===== src/rtl/jtpang_pkg.sv =====
// Object DMA shared definitions: state encodings and default geometry.
// Optional vblank gating is enabled with the JTPANG_DMA_VBWAIT_EN macro.
package jtpang_pkg;

  typedef enum logic [2:0] {
    ST_IDLE  = 3'd0,
    ST_WAIT  = 3'd1,
    ST_REQ   = 3'd2,
    ST_COPY  = 3'd3,
    ST_DRAIN = 3'd4,
    ST_REL   = 3'd5
  } dma_st_e;

  localparam logic [11:0] DEF_SRC_BASE = 12'h000;
  localparam int          DEF_LEN      = 512;

endpackage


===== src/rtl/jtpang_objdma.sv =====
// Object RAM DMA: takes the Z80 bus and copies LEN bytes into the obj buffer.
// Define JTPANG_DMA_VBWAIT_EN to hold the bus request until vertical blank.
module jtpang_objdma
  import jtpang_pkg::*;
#(
  parameter logic [11:0] SRC_BASE = DEF_SRC_BASE,
  parameter int          LEN      = DEF_LEN
)(
  input  logic        clk,
  input  logic        rst_n,
  input  logic        cen,
  input  logic        dma_go,
  input  logic        LVBL,
  input  logic        busak_n,
  output logic        busrq_n,
  output logic [11:0] src_addr,
  output logic        src_cs,
  input  logic [7:0]  src_dout,
  output logic [11:0] obj_addr,
  output logic [7:0]  obj_din,
  output logic        obj_we,
  output logic        busy
);

  localparam logic [11:0] LAST = 12'(LEN - 1);

  dma_st_e     st_q, st_d;
  logic        pend_q, pend_d;
  logic        go_q, go_d;
  logic [11:0] cnt_q, cnt_d;
  logic        wr_v_q, wr_v_d;
  logic [11:0] wr_a_q, wr_a_d;
  logic        start;
  logic        rise;

`ifdef JTPANG_DMA_VBWAIT_EN
  assign start = ~LVBL;
`else
  logic unused_lvbl;
  assign unused_lvbl = LVBL;
  assign start = 1'b1;
`endif

  always_comb begin
    st_d   = st_q;
    pend_d = pend_q;
    go_d   = go_q;
    cnt_d  = cnt_q;
    wr_v_d = wr_v_q;
    wr_a_d = wr_a_q;
    rise   = 1'b0;
    if (cen) begin
      go_d = dma_go;
      rise = dma_go & ~go_q;
      unique case (st_q)
        ST_IDLE: if (pend_q) st_d = ST_WAIT;
        ST_WAIT: if (start) begin
          st_d   = ST_REQ;
          pend_d = 1'b0;
        end
        ST_REQ: if (!busak_n) st_d = ST_COPY;
        ST_COPY: begin
          if (!busak_n) begin
            wr_v_d = 1'b1;
            wr_a_d = cnt_q;
            if (cnt_q == LAST) st_d = ST_DRAIN;
            else cnt_d = cnt_q + 12'd1;
          end else if (wr_v_q) begin
            // bus lost with a read in flight: re-read that byte later
            cnt_d  = wr_a_q;
            wr_v_d = 1'b0;
          end
        end
        ST_DRAIN: begin
          wr_v_d = 1'b0;
          if (!busak_n) begin
            cnt_d = '0;
            st_d  = ST_REL;
          end else begin
            cnt_d = wr_a_q;
            st_d  = ST_COPY;
          end
        end
        ST_REL: if (busak_n) st_d = ST_IDLE;
        default: st_d = ST_IDLE;
      endcase
      if (rise) pend_d = 1'b1;
    end
  end

  always_ff @(posedge clk or negedge rst_n) begin
    if (!rst_n) begin
      st_q   <= ST_IDLE;
      pend_q <= 1'b0;
      go_q   <= 1'b0;
      cnt_q  <= '0;
      wr_v_q <= 1'b0;
      wr_a_q <= '0;
    end else begin
      st_q   <= st_d;
      pend_q <= pend_d;
      go_q   <= go_d;
      cnt_q  <= cnt_d;
      wr_v_q <= wr_v_d;
      wr_a_q <= wr_a_d;
    end
  end

  assign busrq_n  = ~((st_q == ST_REQ) | (st_q == ST_COPY) |
                      (st_q == ST_DRAIN));
  assign src_addr = SRC_BASE + cnt_q;
  assign src_cs   = (st_q == ST_COPY) & ~busak_n;
  assign obj_we   = wr_v_q & ~busak_n;
  assign obj_addr = wr_a_q;
  assign obj_din  = obj_we ? src_dout : 8'h00;
  assign busy     = pend_q | (st_q != ST_IDLE);

endmodule


===== config.mk =====
export PLATFORM = sky130hd
export DESIGN_NAME = jtpang_objdma
export DESIGN_NICKNAME = d
export VERILOG_FILES = /design/src/rtl/jtpang_pkg.sv /design/src/rtl/jtpang_objdma.sv
export SDC_FILE = /design/constraint.sdc
export NUM_CORES = 1
export LEC_CHECK = 0
export CORE_MARGIN = 1.5
export CORE_UTILIZATION = 40
export DETAILED_ROUTE_END_ITERATION = 8
export PLACE_DENSITY = 0.67
export SETUP_SLACK_MARGIN = 0.5
export SLEW_MARGIN = 20
export SYNTH_ARGS = -nofsm -noshare
export SYNTH_HDL_FRONTEND = slang
export SYNTH_SLANG_ARGS = --single-unit

===== constraint.sdc =====
create_clock -name clk -period 2.3 [get_ports clk]
set_input_delay 0.46 -clock clk [delete_from_list [all_inputs] [get_ports clk]]
set_output_delay 0.46 -clock clk [all_outputs]
set_load 0.02 [all_outputs]

==> results.json, run 1 <==
{
  "finalSetupTns_ns": 0,
  "setup_viol": 0,
  "holdPathStages": 1,
  "critical_path.max_stage_delay_ns": 0.39,
  "critical_path_peak_fanout": 2,
  "synth.cells.most_frequent": "30 x dfrtp_1, 24 x nand2_1, 9 x mux2_2, 9 x o21ai_0",
  "mappedNetlistArea_sq_um": 1760,
  "hold_viol_final": 0,
  "ys_types": 44,
  "skew_ns": 0.00880,
  "route.detailed.drc": 0,
  "ios": 50,
  "final_period_minus_worst_setup_slack_ns": 1.78,
  "clk_pin_slew_worst_paths_ns": 0.06,
  "post_drt_wl_per_cell_um": 15.8,
  "core_sq_um": 4120,
  "floorplan.initialDensity_pct": 42.7,
  "layout-area-overhead-vs-synth_pct": 41.1,
  "place.gp.congestion": 0.865,
  "max_cap_viol_count": 0,
  "worst-r2r-cell-count": 5,
  "crit_chain": "or3_4, nand2b_4, buf_6",
  "htree_levels": 2,
  "via_count": 1706,
  "vias_per_cell": 5.78,
  "worst_skew_pair.late_latency_ns": 0.28,
  "timing.critical_path.buf_inv": 1,
  "cts-root-to-sink-buffers": 2,
  "fin_util_pct": 60.2,
  "synthesis.nets": 201,
  "place.detailed.hpwl_um": 3230,
  "yosysMostFrequentCell": "dfrtp_1",
  "leakage_nw": 1.11,
  "rsz0062_at_grt": "yes",
  "fraction_of_final_layout_cells_with_drive_strength_greater_than_1_pct": 24.5,
  "antenna_violations_before_repair": 0,
  "critical_path.top_delay_family": "simple AND/OR/NAND/NOR gates",
  "number_of_drc_markers_in_iteration_0": 174,
  "final_area_sq_um": 2480,
  "tritoncts": "yes",
  "outcome": "complete, no violations",
  "layout_worst_path_cycle_share_pct": 77.5,
  "overall_global_routing_usage_pct": 20.5,
  "crit_path_top_delay_cell": "or3_4",
  "yosysTopAreaCell": "dfrtp_1",
  "drt.antenna.violating_nets": 0,
  "routed_wirelength_um": 4670,
  "postPlaceCellArea_sq_um": 2340,
  "num-nets-final": 259,
  "cts_made_buffers": 5,
  "postSynth.asyncResetShare_pct": 100,
  "ys_dominant_reg_cell": "dfrtp_1",
  "site_rows": 23,
  "synth.avg_cell_area_sq_um": 9.44,
  "ys_seq_area_share_pct": 42.8,
  "yosysWarningCount": 0,
  "timing.setup.critical_path_class": "flip-flop to output port",
  "place.port_buffers": 48,
  "required_ns": 1.84,
  "num_antenna_cells": 0,
  "grt_max_degree": 31,
  "first_global_vias": 1680,
  "tightest_slew_ns": 0.434,
  "worst-endpoint-arrival_ns": 1.32,
  "die-height_um": 69.2,
  "fmax_mhz": 561,
  "maxSlewViolCount": 0,
  "die-area_sq_um": 4790,
  "die_width_um": 69.2,
  "clock_sink_count": 30,
  "cts_root_buf": "clkbuf_8",
  "synth_cells": 186,
  "cp-start-kind": "flip-flop",
  "drtPass1Iterations": 4,
  "worst_hold_path_type": "flip-flop to flip-flop",
  "synth.top_cells.by_area": "dfrtp_1 43%, mux2_2 5.8%, nand2_1 5.1%, and2_1 2.9%, o21ai_0 2.6%",
  "ir_drop_v": 0.000567,
  "final_global_route_overflow_total": 0,
  "ys_seq_elements": 30,
  "yosys.area.top_type_share_pct": 42.8,
  "grt_first_pass_wirelength_um": 7990,
  "cts.hold.buffers_added": 0,
  "worstSetupPathDepth": 3,
  "endpoint_kind": "output port",
  "pwr_density_cell_nw_per_um2": 814,
  "timing.slew.headroom_pct": 71.1,
  "synth_edf_count": 0
}
## cells by family (layout without fill, tap and decap cells)
| logic type | count (synthesis) | after routing | share of synthesized area [%] |
|---|---|---|---|
| AND/OR/NAND/NOR | 72 | 72 | 23.7 |
| AO/OA/AOI/OAI | 50 | 50 | 20.0 |
| flip-flops | 30 | 30 | 42.8 |
| buffers and inverters | 23 | 82 | 6.34 |
| multiplexers | 10 | 10 | 6.41 |
| adder cells (fa/ha/maj) | 1 | 1 | 0.713 |
## cell type report
| cell class | instances | area (sq um) |
|---|---|---|
| Fill cell | 372 | 1640 |
| Multi-Input combinational cell | 133 | 951 |
| Sequential cell | 30 | 754 |
| Timing Repair Buffer | 66 | 573 |
| Clock buffer | 7 | 76.3 |
| Tap cell | 50 | 62.6 |
| Clock inverter | 1 | 30.0 |
| Inverter | 8 | 30.0 |
## final timing paths
kind	slack, ns	startpoint	endpoint
worst max-delay path	0.52	pend_q$_DFFE_PN0P_	busy
max in group asynchronous	1.43	rst_n	st_q[2]$_DFFE_PN0P_
worst min register to register	0.50	go_q$_DFFE_PN0P_	go_q$_DFFE_PN0P_
worst max register to register	0.54	st_q[2]$_DFFE_PN0P_	cnt_q[10]$_DFFE_PN0P_
worst min-delay path	0.50	go_q$_DFFE_PN0P_	go_q$_DFFE_PN0P_
min in group asynchronous	0.56	rst_n	cnt_q[0]$_DFFE_PN0P_
## report_power, final
part | switching, mW | internal [mW] | leakage (nW)
registers | 0.150 | 0.649 | 0.380
logic | 0.372 | 0.326 | 0.679
clock network | 0.196 | 0.324 | 0.0524
total | 0.718 | 1.30 | 1.11
## state kept, by name, summed over array words and instances, names as in the netlist
| name | count |
|---|---|
| cnt_q | 12 |
| pend_q | 1 |
| go_q | 1 |
| wr_v_q | 1 |
| st_q | 3 |
| obj_addr | 12 |
## cell usage in the layout (no fill, tap or decap), types with 2 or more instances in the layout
master	instances
buf_4	16
mux2_2	9
o22ai_1	5
o31a_1	2
dfrtp_1	27
and3_1	2
a211o_1	3
nand3_1	5
buf_6	3
buf_2	9
a211oi_1	5
and2_1	8
o31ai_1	6
clkbuf_8	5
and4_1	2
nor4_1	2
nor3_1	5
clkdlybuf4s50_1	23
nand2_1	24
dfrtp_2	3
clkbuf_1	2
o21ai_1	3
inv_1	8
o21ai_0	9
a22o_1	4
nand4_1	5
dlygate4sd2_1	13
a221oi_1	2
a21oi_1	5
a32oi_1	2
nand2b_1	2
## timing repair
item,in CTS,in global routing
setup buffers,0,4
pin swaps,2,1
gates resized for setup,65,8
setup endpoints to repair,34,14
## layer usage
metal  up-vias  routed length (um)  global-route usage, %
li1        805                   -                      -
met1       796                2090                   26.9
met2        91                2080                   31.6
met3        14                 388                   5.96
met4         0                 113                   8.50
met5         -                   0                      0
## per-stage QoR
stage / total power [mW] / std cells / hold WS [ns] / worst slack (ns)
after floorplan: 1.16 / 186 / 0.164 / 0.507
after global placement: 1.52 / 283 / 0.480 / -0.0497
after detailed placement: 1.55 / 283 / 0.487 / -0.0772
after CTS: 2.02 / 291 / 0.501 / 0.509
after global routing: 2.14 / 295 / 0.519 / 0.490
final: 2.02 / 295 / 0.499 / 0.518
No activity file was read; power rests on OpenSTA's default activity.
==> inputs of run 2 (changes only) <==
--- a/config.mk
+++ b/config.mk
@@ -8,7 +8,7 @@
 export CORE_MARGIN = 1.5
 export CORE_UTILIZATION = 40
 export DETAILED_ROUTE_END_ITERATION = 8
-export PLACE_DENSITY = 0.67
+export PLACE_DENSITY = 0.7
 export SETUP_SLACK_MARGIN = 0.5
 export SLEW_MARGIN = 20
 export SYNTH_ARGS = -nofsm -noshare
==> constraint.sdc (replaced) <==
create_clock -name clk -period 1.5 [get_ports clk]
set_input_delay 0.3 -clock clk [delete_from_list [all_inputs] [get_ports clk]]
set_output_delay 0.3 -clock clk [all_outputs]
set_load 0.02 [all_outputs]
==> results.json, run 2 (synthesis gave the netlist of run 1 again) <==
{
  "outcome": "finished, violations left",
  "violations": "negative setup slack",
  "num_antenna_cells": 0,
  "required_ns": 1.66,
  "leakage_nw": 1.66,
  "hold_viol_final": 0,
  "routed_wirelength_um": 7960,
  "post_drt_wl_per_cell_um": 21.7,
  "reg_to_reg_slack_setup_ns": -0.27,
  "mostFrequentLayoutCell": "buf_6",
  "route.detailed.drc": 0,
  "cts.hold.buffers_added": 0,
  "place.detailed.hpwl_um": 3530,
  "totalPowerFinal_mw": 3.95,
  "core_sq_um": 4120,
  "place.gp.congestion": 0.838,
  "ios": 50,
  "antenna_violations_before_repair": 0,
  "cp-start-kind": "flip-flop",
  "max_cap_viol_count": 0,
  "worst-endpoint-arrival_ns": 1.93,
  "fmax_mhz": 564,
  "cts_root_buf": "clkbuf_8",
  "number_of_drc_markers_in_iteration_0": 250,
  "layout_worst_path_cycle_share_pct": 118,
  "grt_max_degree": 31,
  "vias_per_cell": 6.28,
  "cts-root-to-sink-buffers": 2,
  "grt_first_pass_wirelength_um": 10300,
  "timing.setup.critical_path_class": "flip-flop to flip-flop",
  "clk_pin_slew_worst_paths_ns": 0.08,
  "maxSlewViolCount": 0,
  "final.fill_count": 184,
  "final_global_route_overflow_total": 0,
  "die-area_sq_um": 4790,
  "final_period_minus_worst_setup_slack_ns": 1.77,
  "via_count": 2300,
  "rsz0062_at_grt": "yes",
  "tightest_slew_ns": 0.397,
  "first_global_vias": 2055,
  "worst_skew_pair.late_latency_ns": 0.30,
  "cts_made_buffers": 5,
  "num-nets-final": 330,
  "commonest_non_fill_non_tap_cells_in_the_layout": "74 x buf_6, 45 x buf_4, 22 x dfrtp_1",
  "skew_ns": 0.0127,
  "overall_global_routing_usage_pct": 26.8,
  "worst_hold_path_type": "primary input to async pin",
  "dpl_worst_slack_ns": -0.589,
  "endpoint_kind": "flip-flop",
  "layout-area-overhead-vs-synth_pct": 103,
  "worst_slack_ns": -0.273,
  "drt.antenna.violating_nets": 0,
  "setup_viol": 37,
  "die-height_um": 69.2,
  "site_rows": 23,
  "clock_sink_count": 30,
  "die_width_um": 69.2,
  "place.port_buffers": 48,
  "htree_levels": 2,
  "timing.slew.headroom_pct": 73.6,
  "ir_drop_v": 0.00104,
  "pwr_density_cell_nw_per_um2": 1110,
  "tritoncts": "yes",
  "drtPass1Iterations": 5,
  "fraction_of_final_layout_cells_with_drive_strength_greater_than_1_pct": 64.6,
  "critical_path_peak_fanout": 5,
  "floorplan.initialDensity_pct": 42.7
}
-- run 2: worst paths after layout --
check | from | end | depth (start not counted)
max in group asynchronous | rst_n | cnt_q[11]$_DFFE_PN0P_ | 2
hold / removal | rst_n | st_q[2]$_DFFE_PN0P_ | 2
setup / recovery | st_q[2]$_DFFE_PN0P_ | cnt_q[5]$_DFFE_PN0P_ | 6
hold reg to reg | go_q$_DFFE_PN0P_ | go_q$_DFFE_PN0P_ | 1
setup reg to reg | st_q[2]$_DFFE_PN0P_ | cnt_q[5]$_DFFE_PN0P_ | 6
min in group clk | go_q$_DFFE_PN0P_ | go_q$_DFFE_PN0P_ | 1
-- run 2: area by class of cell --
class                   count  area (sq um)  share of cell area (%)
clock buffers               6          82.6                    2.32
multi-input cells         134          1210                    34.0
inverters                   8          33.8                   0.949
clock inverters             2          12.5                   0.352
flip-flops and latches     30           761                    21.4
repair buffers            136          1400                    39.2
well taps                  50          62.6                    1.76
-- run 2: repair_timing --
| item | CTS | global route |
|---|---|---|
| setup endpoints to repair | 66 | 66 |
| gates cloned | 1 | 3 |
| resized for setup | 274 | 44 |
| setup buffers | 34 | 11 |
| pin swaps | 20 | 18 |
-- run 2: critical path, cell delays in order, from the launching register on --
cell     delay, ns
dfrtp_2       0.44
buf_6         0.13
and4b_1       0.28
a22oi_2       0.13
buf_6         0.17
o31ai_1       0.34
o21ai_1       0.13
-- run 2: power by group --
part           internal, mW  leakage (nW)  switching [mW]
combinational          1.13          1.24           0.902
sequential            0.999         0.374           0.192
clock                 0.369        0.0472           0.360
-- run 2: per-layer routing --
metal | vias up | routed length [um] | part of all wire (%) | track usage, %
li1 | 954 | - | - | -
met1 | 1107 | 2960 | 37 | 35.3
met2 | 191 | 3850 | 48 | 43.6
met3 | 48 | 783 | 9.8 | 5.38
met4 | 0 | 365 | 4.6 | 9.59
met5 | - | 0 | 0 | 0
-- run 2: stage by stage --
stage	area [sq um]	hold slack, ns	TNS (ns)	utilization (%)	cells
2_1_floorplan	1920	0.00441	-2.46	-	186
5_1_grt	3560	0.397	-6.86	86.5	366
3_5_place_dp	2630	0.473	-14.60	63.8	309
4_1_cts	3250	0.387	-2.30	79.1	352
3_3_place_gp	2630	0.472	-14.28	63.8	309
6_report	3560	0.371	-5.59	86.5	366
==> inputs of run 3 (changes only) <==
--- a/config.mk
+++ b/config.mk
@@ -9,6 +9,7 @@
 export CORE_UTILIZATION = 40
 export DETAILED_ROUTE_END_ITERATION = 8
 export PLACE_DENSITY = 0.7
+export REMOVE_ABC_BUFFERS = 1
 export SETUP_SLACK_MARGIN = 0.5
 export SLEW_MARGIN = 20
 export SYNTH_ARGS = -nofsm -noshare
==> results.json, run 3 (synthesis gave the netlist of run 1 again) <==
{
  "outcome": "finished, violations left",
  "violations": "negative setup slack",
  "core_sq_um": 4120,
  "ios": 50,
  "place.port_buffers": 48,
  "worst_slack_ns": -0.281,
  "crit_chain": "buf_6, nor3b_4, buf_4, a21oi_2, buf_6",
  "final_cell_count_no_fill": 363,
  "critical_path.top_delay_family": "buffers and inverters",
  "tritoncts": "yes",
  "critical_path.max_stage_delay_ns": 0.41,
  "mostFrequentLayoutCell": "buf_6",
  "hold_viol_final": 0,
  "ir_drop_v": 0.000946,
  "clock_power_share_pct": 17.9,
  "clock_sink_count": 30,
  "maxSlewViolCount": 0,
  "layout-area-overhead-vs-synth_pct": 95.8,
  "worst_hold_slack_ns": 0.371,
  "clk_pin_slew_worst_paths_ns": 0.07,
  "timing.setup.critical_path_class": "flip-flop to output port",
  "commonest_non_fill_non_tap_cells_in_the_layout": "77 x buf_6, 42 x buf_4, 30 x dfrtp_1",
  "crit_path_top_delay_cell": "dfrtp_1",
  "power.net_switching_mw": 1.39,
  "critical_path_peak_fanout": 4,
  "totalPowerFinal_mw": 3.88,
  "num-nets-final": 327,
  "die-height_um": 69.2,
  "combinational_share_of_power_pct": 52.6,
  "vias_per_cell": 5.83,
  "first_global_vias": 2015,
  "final_global_route_overflow_total": 0,
  "cp-start-kind": "flip-flop",
  "cts.hold.buffers_added": 0,
  "place.detailed.hpwl_um": 3450,
  "cts_root_buf": "clkbuf_8",
  "max_cap_viol_count": 0,
  "via_count": 2115,
  "internal_power_mw": 2.49,
  "die-area_sq_um": 4790,
  "placedCellCount": 311,
  "drtPass1Iterations": 5,
  "layout_worst_path_cycle_share_pct": 119,
  "endpoint_kind": "output port",
  "critical_path_s_most_frequent_cell": "buf_6",
  "site_rows": 23,
  "antenna_violations_before_repair": 0,
  "fmax_mhz": 561,
  "worst_skew_pair.late_latency_ns": 0.29,
  "required_ns": 1.20,
  "pwr_density_cell_nw_per_um2": 1130,
  "worst-endpoint-arrival_ns": 1.48,
  "grt_max_degree": 31,
  "routed_wirelength_um": 6820,
  "timing.critical_path.buf_inv": 3,
  "die_width_um": 69.2,
  "final_period_minus_worst_setup_slack_ns": 1.78,
  "post_drt_wl_per_cell_um": 18.8,
  "floorplan.initialDensity_pct": 42.7,
  "fraction_of_final_layout_cells_with_drive_strength_greater_than_1_pct": 63.3,
  "leakage_nw": 1.62,
  "place.gp.congestion": 0.843,
  "setup_viol": 30,
  "tightest_slew_ns": 0.370,
  "overall_global_routing_usage_pct": 25.5,
  "number_of_drc_markers_in_iteration_0": 167,
  "worst_hold_path_type": "primary input to async pin",
  "cts_made_buffers": 5,
  "htree_levels": 2,
  "route.detailed.drc": 0,
  "num_antenna_cells": 0,
  "rsz0062_at_grt": "yes",
  "drt.antenna.violating_nets": 0,
  "power_switching_share_pct": 35.9,
  "skew_ns": 0.00549,
  "cts-root-to-sink-buffers": 2,
  "pwr-share-seq_pct": 29.5,
  "timing.slew.headroom_pct": 75.4,
  "grt_first_pass_wirelength_um": 9740
}
==> run 3: changes by cell type in the layout (fill, tap and decap cells not counted), moves of 3 or more <==
cell / change
buf_4: -3
nand2_2: +3
nand2_1: -4
buf_6: +3
o31ai_1: +3
dfrtp_1: +8
dfrtp_2: -8
==> run 3: layout make-up <==
class / instances / area, sq um
tap: 50 / 62.6
inverter: 8 / 30.0
multi-input combinational: 133 / 1150
fill: 223 / 678
sequential: 30 / 751
timing repair buffer: 134 / 1350
clock inverter: 2 / 12.5
clock buffer: 6 / 82.6
==> run 3: layer usage <==
| layer | track usage [%] | share of wire [%] | vias to the layer above |
|---|---|---|---|
| met2 | 43.2 | 50 | 113 |
| met3 | 6.98 | 6.6 | 23 |
| met4 | 8.50 | 3.7 | 0 |
| li1 | - | - | 942 |
| met1 | 31.3 | 39 | 1037 |
| met5 | 0 | 0 | - |
==> run 3: path summary, 6_finish.rpt <==
kind	startpoint	to	slack, ns	depth (start not counted)
min	rst_n	wr_v_q$_DFFE_PN0P_	0.37	2
max	st_q[0]$_DFFE_PN0P_	busrq_n	-0.28	5
min in group clk	cen	st_q[2]$_DFFE_PN0P_	0.45	4
max reg2reg	st_q[0]$_DFFE_PN0P_	cnt_q[10]$_DFFE_PN0P_	-0.27	6
max in group asynchronous	rst_n	obj_addr[1]$_DFFE_PN0P_	0.95	2
min reg2reg	go_q$_DFFE_PN0P_	go_q$_DFFE_PN0P_	0.52	1
==> run 3: timing repair <==
item                       CTS  global route
pin swaps                   36            27
hold endpoints to repair     0             0
gates cloned                 1             0
buffers inserted            29            14
setup endpoints to repair   66            66
resized for setup          301            41
==> run 3: through the flow <==
step / worst slack [ns] / TNS, ns / cell area, sq um / util [%]
after floorplan: -0.459 / -5.70 / 1670 / -
after global routing: -0.322 / -6.83 / 3440 / 83.5
after global placement: -0.533 / -14.02 / 2540 / 61.8
after CTS: -0.224 / -2.54 / 3200 / 77.7
final: -0.281 / -5.58 / 3440 / 83.5
after detailed placement: -0.561 / -14.20 / 2540 / 61.8
==> run 3: worst register-to-register path: cells and delay by family, from the launching register on <==
kind                   cells  cell delay [ns]
buffers and inverters      2             0.33
AOI/OAI and AO/OA          3             0.60
and+or+nand+nor            1             0.30
DFF                        1             0.41
==> run 3: power by group through the flow <==
stage                     clock network [mW]  registers (mW)  logic [mW]
after floorplan                            0            1.39       0.329
after global placement                     0            1.12        1.32
after detailed placement                   0            1.13        1.34
after CTS                              0.708            1.14        1.80
after global routing                   0.757            1.16        2.15
final                                  0.696            1.14        2.04
